==> src/rtl/mult_pkg.sv <==
// Shared types and default widths for the sequential shift-add multiplier.
package mult_pkg;

  localparam int unsigned WIDTH_M_DEF = 16;
  localparam int unsigned WIDTH_C_DEF = 5;
  localparam int unsigned STATE_W     = 3;

  typedef enum logic [STATE_W-1:0] {
    S0 = 3'd0,
    S1 = 3'd1,
    S2 = 3'd2,
    S3 = 3'd3,
    S4 = 3'd4
  } ctrl_state_t;

  typedef logic [2*WIDTH_M_DEF-1:0] product_t;

endpackage

==> src/rtl/mult_acc_shift.sv <==
// {carry,hi,lo} register with a fused accumulate-then-shift step and an operand load.
module mult_acc_shift
  import mult_pkg::*;
#(
  parameter int unsigned WIDTH_M = WIDTH_M_DEF
) (
  input  logic               clk,
  input  logic               reset,
  input  logic               load,
  input  logic [WIDTH_M-1:0] load_lo,
  input  logic               add_en,
  input  logic               shift_en,
  input  logic [WIDTH_M-1:0] addend,
  output logic [WIDTH_M-1:0] hi,
  output logic [WIDTH_M-1:0] lo,
  output logic [WIDTH_M-1:0] hi_nxt_c,
  output logic [WIDTH_M-1:0] lo_nxt_c
);

  logic               carry;
  logic               carry_nxt;
  logic               c_add;
  logic [WIDTH_M-1:0] hi_add;
  logic [WIDTH_M:0]   sum;

  assign sum = {1'b0, hi} + {1'b0, addend};

  // The shift sees the post-add value so add+shift completes in one cycle.
  always_comb begin
    c_add     = carry;
    hi_add    = hi;
    carry_nxt = carry;
    hi_nxt_c  = hi;
    lo_nxt_c  = lo;
    if (add_en) begin
      c_add  = sum[WIDTH_M];
      hi_add = sum[WIDTH_M-1:0];
    end
    carry_nxt = c_add;
    hi_nxt_c  = hi_add;
    if (shift_en) begin
      carry_nxt = 1'b0;
      hi_nxt_c  = {c_add, hi_add[WIDTH_M-1:1]};
      lo_nxt_c  = {hi_add[0], lo[WIDTH_M-1:1]};
    end
    if (load) begin
      carry_nxt = 1'b0;
      hi_nxt_c  = '0;
      lo_nxt_c  = load_lo;
    end
  end

  always_ff @(posedge clk or negedge reset) begin
    if (!reset) begin
      carry <= 1'b0;
      hi    <= '0;
      lo    <= '0;
    end else begin
      carry <= carry_nxt;
      hi    <= hi_nxt_c;
      lo    <= lo_nxt_c;
    end
  end

endmodule

==> src/rtl/mult_datapath.sv <==
// Shift-add multiplier datapath: operand load, shift counting and valid/ready product port.
module mult_datapath
  import mult_pkg::*;
#(
  parameter int unsigned WIDTH_M = WIDTH_M_DEF,
  parameter int unsigned WIDTH_C = WIDTH_C_DEF
) (
  input  logic                 clk,
  input  logic                 reset,
  input  logic                 start,
  input  logic [WIDTH_M-1:0]   multiplicand,
  input  logic [WIDTH_M-1:0]   multiplier,
  input  logic                 add_signal,
  input  logic                 shift_signal,
  input  logic                 mux_signal,
  output logic                 multiplier_lsb,
  output logic                 busy,
  output logic                 done,
  output logic [2*WIDTH_M-1:0] product,
  output logic                 product_valid,
  input  logic                 product_ready
);

  logic [WIDTH_M-1:0] a_q;
  logic [WIDTH_C-1:0] count;
  logic [WIDTH_M-1:0] hi;
  logic [WIDTH_M-1:0] lo;
  logic [WIDTH_M-1:0] hi_nxt_c;
  logic [WIDTH_M-1:0] lo_nxt_c;
  logic [WIDTH_M-1:0] addend_c;
  logic               accept_c;
  logic               add_en_c;
  logic               shift_en_c;
  logic               last_shift_c;

  assign accept_c     = start & ~busy & (~product_valid | product_ready);
  assign add_en_c     = busy & add_signal;
  assign shift_en_c   = busy & shift_signal;
  assign addend_c     = mux_signal ? a_q : '0;
  assign last_shift_c = shift_en_c & (count == WIDTH_C'(WIDTH_M - 1));

  mult_acc_shift #(
    .WIDTH_M (WIDTH_M)
  ) u_acc (
    .clk      (clk),
    .reset    (reset),
    .load     (accept_c),
    .load_lo  (multiplier),
    .add_en   (add_en_c),
    .shift_en (shift_en_c),
    .addend   (addend_c),
    .hi       (hi),
    .lo       (lo),
    .hi_nxt_c (hi_nxt_c),
    .lo_nxt_c (lo_nxt_c)
  );

  assign multiplier_lsb = lo[0];

  always_ff @(posedge clk or negedge reset) begin
    if (!reset) begin
      a_q           <= '0;
      count         <= '0;
      busy          <= 1'b0;
      done          <= 1'b0;
      product       <= '0;
      product_valid <= 1'b0;
    end else begin
      done <= 1'b0;
      if (accept_c) begin
        a_q   <= multiplicand;
        count <= '0;
        busy  <= 1'b1;
      end else if (shift_en_c) begin
        count <= count + WIDTH_C'(1);
        if (last_shift_c) begin
          busy    <= 1'b0;
          done    <= 1'b1;
          product <= {hi_nxt_c, lo_nxt_c};
        end
      end
      // A start accepted alongside ready keeps the old result visible until replaced.
      if (last_shift_c) begin
        product_valid <= 1'b1;
      end else if (product_valid && product_ready && !accept_c) begin
        product_valid <= 1'b0;
      end
    end
  end

endmodule

==> config.mk <==
export PLATFORM = sky130hd
export DESIGN_NAME = mult_datapath
export DESIGN_NICKNAME = d
export VERILOG_FILES = /design/src/rtl/mult_pkg.sv /design/src/rtl/mult_acc_shift.sv /design/src/rtl/mult_datapath.sv
export SDC_FILE = /design/constraint.sdc
export NUM_CORES = 1
export LEC_CHECK = 0
export ABC_AREA = 0
export BUFFER_PORTS_ARGS = -buffer_cell sky130_fd_sc_hd__buf_4
export CAP_MARGIN = 20
export CORE_MARGIN = 2
export CORE_UTILIZATION = 40
export DETAILED_ROUTE_END_ITERATION = 7
export SKIP_LAST_GASP = 1
export SLEW_MARGIN = 20
export SYNTH_ARGS = -nofsm -noshare
export SYNTH_HDL_FRONTEND = slang
export SYNTH_HIERARCHICAL = 1
export SYNTH_SLANG_ARGS = --single-unit
==> constraint.sdc <==
create_clock -name clk -period 2.7 [get_ports clk]
set_input_delay 0.27 -clock clk [delete_from_list [all_inputs] [get_ports clk]]
set_output_delay 0.27 -clock clk [all_outputs]
set_load 0.02 [all_outputs]
==> qor.yml <==
run_status:
  run_status: "complete, but fails checks"
  violations: "negative hold slack"
synth:
  yosys_warnings: 6
  synth-edff-count: 0
  seq_area_frac_synth_pct: 46.4
  ys_ff_latch: 89
  yosysTopAreaCell: "dfrtp_1"
  avgSynthCellArea_sq_um: 11.8
  netlist_instances: 408
  synth_top_area_share_pct: 46.4
  synthTopCellsByArea: "dfrtp_1 46%, mux2_4 8.4%, mux2i_1 5.4%, mux2_2 5.2%, ha_1 4.7%"
  synth_cell_types: 55
  synth_nets: 466
  synthFlopType: "dfrtp_1"
  synth_async_sr_flop_share_pct: 100
  syn-cell-area_sq_um: 4800
placement:
  place.gp.congestion: 0.855
  dp_hpwl_mm: 7.26
  port_buffers: 74
  place_inst: 626
detailed_routing:
  num_vias: 3334
  ant_nets: 0
  drc: 0
  routedWlPerCell_um: 16.1
  drt_iter0_markers: 175
  drt_pre_antenna_iters: 5
  via_per_inst: 5.15
  drt-total-wl_mm: 10.4
global_routing:
  grt_pass1_wl_mm: 17.4
  grt_usage_pct: 17.1
  grt_max_degree: 59
  grt_pass1_vias: 3439
  grt.busiest_layer: "met1"
  globalRouteMet1Util_pct: 24.9
  antenna_found_initial: 0
  grt_util_met2_pct: 24.4
  gr-total-overflow: 0
  use_met3_pct: 4.57
die:
  core_area_sq_um: 11900
  die_w_um: 114
  ioPinCount: 75
  die_h_um: 114
  die_area_sq_um: 12900
  start_util_pct: 40.5
  rows: 40
clock_tree:
  clk_pin_slew_ps: 60
  cts_made_buffers: 9
  root_buffer: "clkbuf_16"
  cts_max_path_buffers: 2
  htree_levels: 3
  cts_hold_buf: 0
  cts_tree: "yes"
  clock_latency_ps: 350
  clock-sinks: 89
power:
  power.internal_mw: 4.58
  leakagePower_nw: 2.83
  p_comb_share_pct: 54.0
  switching_share_pct: 39.8
  p_sw_mw: 3.02
  power-per-cell-area_nw_per_um2: 1250
  p_total_mw: 7.60
  power_frac_seq_pct: 30.5
  clockPowerShare_pct: 15.5
  peakVddDrop_v: 0.000493
setup_path:
  worstPathArrival_ps: 2870
  crit_type: "reg -> reg"
  cp_data_required_time_ps: 2930
  crit_path_end_kind: "flip-flop"
  startpoint_type: "flip-flop"
  crit_fanout: 4
final_layout:
  nets: 554
  num_antenna_cells: 0
  final_layout_size_suffix_gt1_share_pct: 41.1
  syn_to_final_growth_pct: 26.4
  final_common_cell: "buf_4"
  fin_cells: 648
  most-common-layout-cells: "98 x buf_4, 89 x dfrtp_1, 27 x mux2_4"
  fin_util_pct: 51.1
timing:
  timing.fmax_ghz: 0.379
  period_minus_slack_ps: 2640
  tightestPinTransition_ps: 753
  final-hold-violation-count: 2
  relSlewSlack_pct: 49.8
  finClkSkew_ps: 6.93
  whs_ps: -0.897
  final-max-slew-violation-count: 0
  rsz0062_at_grt: "yes"
  setup_violations: 0
  post-route-period-util_pct: 97.8
job:
  maxCapViolCount: 0
min_path:
  hp-class: "in -> async"
## Yosys cell counts, types with 2 or more instances
library cell	number
buf_12	3
o21a_1	3
dfrtp_1	89
buf_1	3
nor3_1	2
xor2_1	6
o21ai_1	7
o21ai_0	18
xnor2_1	8
mux2_2	22
a211oi_1	19
a31o_1	2
clkbuf_1	12
and2_1	21
nor2b_1	7
o211ai_1	2
a31oi_1	4
a21o_1	6
inv_1	7
and2_2	2
and3_1	3
nand4_1	3
nor2_1	14
buf_6	3
nand2_1	26
ha_1	18
a221oi_2	2
mux2i_1	26
o31ai_1	4
mux2_4	27
a21oi_1	12
nand3_1	4
## cell families (layout without fill, tap and decap cells)
logic type                 count (synthesis)  in the layout  share of synthesized area (%)
buffers and inverters                     32            125                           4.17
DFF                                       89             89                           46.4
and+or+nand+nor                           91             91                           10.1
muxes                                     75             75                           19.0
adders and majority gates                 19             19                           5.11
AOI/OAI and AO/OA                         88             88                           12.6
xor gates and xnor gates                  14             14                           2.55
## critical path: stages, from the launching register on
cell	delay (ps)
dfrtp_1	350
and2_4	160
ha_4	120
inv_2	40
fa_2	380
nor2b_4	160
o2111ai_4	160
a21oi_4	200
a41oi_2	180
xnor2_2	190
a31oi_1	180
o31ai_2	110
mux2_4	280
## registers in the layout (all words and copies together), names as in the netlist
signal         cells
product           32
a_q               16
u_acc/hi          16
u_acc/lo          16
count              5
busy               1
done               1
product_valid      1
u_acc/carry        1
## layout make-up
type                    instances  area (sq um)
inverters                       8          30.0
repair buffers                101           796
well taps                     147           184
multi-input cells             287          2550
flip-flops and latches         89          2230
clock buffers                  10           239
fillers                      1058          5790
clock inverters                 6          42.5
## worst paths after layout
| kind | startpoint | end | slack, ps | depth (start not counted) |
|---|---|---|---|---|
| worst max-delay path | a_q[0]$_DFFE_PN0P_ | product[28]$_DFFE_PN0P_ | 60 | 12 |
| worst min-delay path | reset | product_valid$_DFFE_PN0P_ | -0.9 | 1 |
| worst max register to register | a_q[0]$_DFFE_PN0P_ | product[28]$_DFFE_PN0P_ | 60 | 12 |
| worst min register to register | count[3]$_DFFE_PN0P_ | count[3]$_DFFE_PN0P_ | 460 | 1 |
| max in group asynchronous | reset | product[1]$_DFFE_PN0P_ | 2070 | 2 |
| min in group clk | multiplicand[3] | a_q[3]$_DFFE_PN0P_ | 160 | 2 |
## through the flow
stage          TNS (ps)  setup WS (ps)  instance area (sq um)
6_report              0           58.3                   6070
5_1_grt            -258          -67.0                   6070
4_1_cts               0           1.72                   5890
3_5_place_dp      -1300           -232                   5570
3_3_place_gp       -515           -128                   5570
2_1_floorplan         0           80.0                   4800
## routing by layer
metal	vias to the layer above	wire length (um)
li1	1645	-
met1	1617	4990
met2	63	4720
met3	9	596
met4	0	142
met5	-	0
## timing repair
item                                    in CTS  in global routing
buffers inserted                             2                  4
gates cloned                                 0                  0
endpoints found under the setup margin      10                 19
pin swaps                                    2                 11
resized for setup                            5                 29
## power groups by stage
stage	sequential, mW	clock, mW	combinational (mW)
floorplan	2.43	0	2.45
global placement	2.31	0	3.64
detailed placement	2.32	0	3.69
CTS	2.31	1.23	3.80
global route	2.40	1.29	4.53
finish	2.32	1.18	4.11
Power figures use the tool's default switching activity.
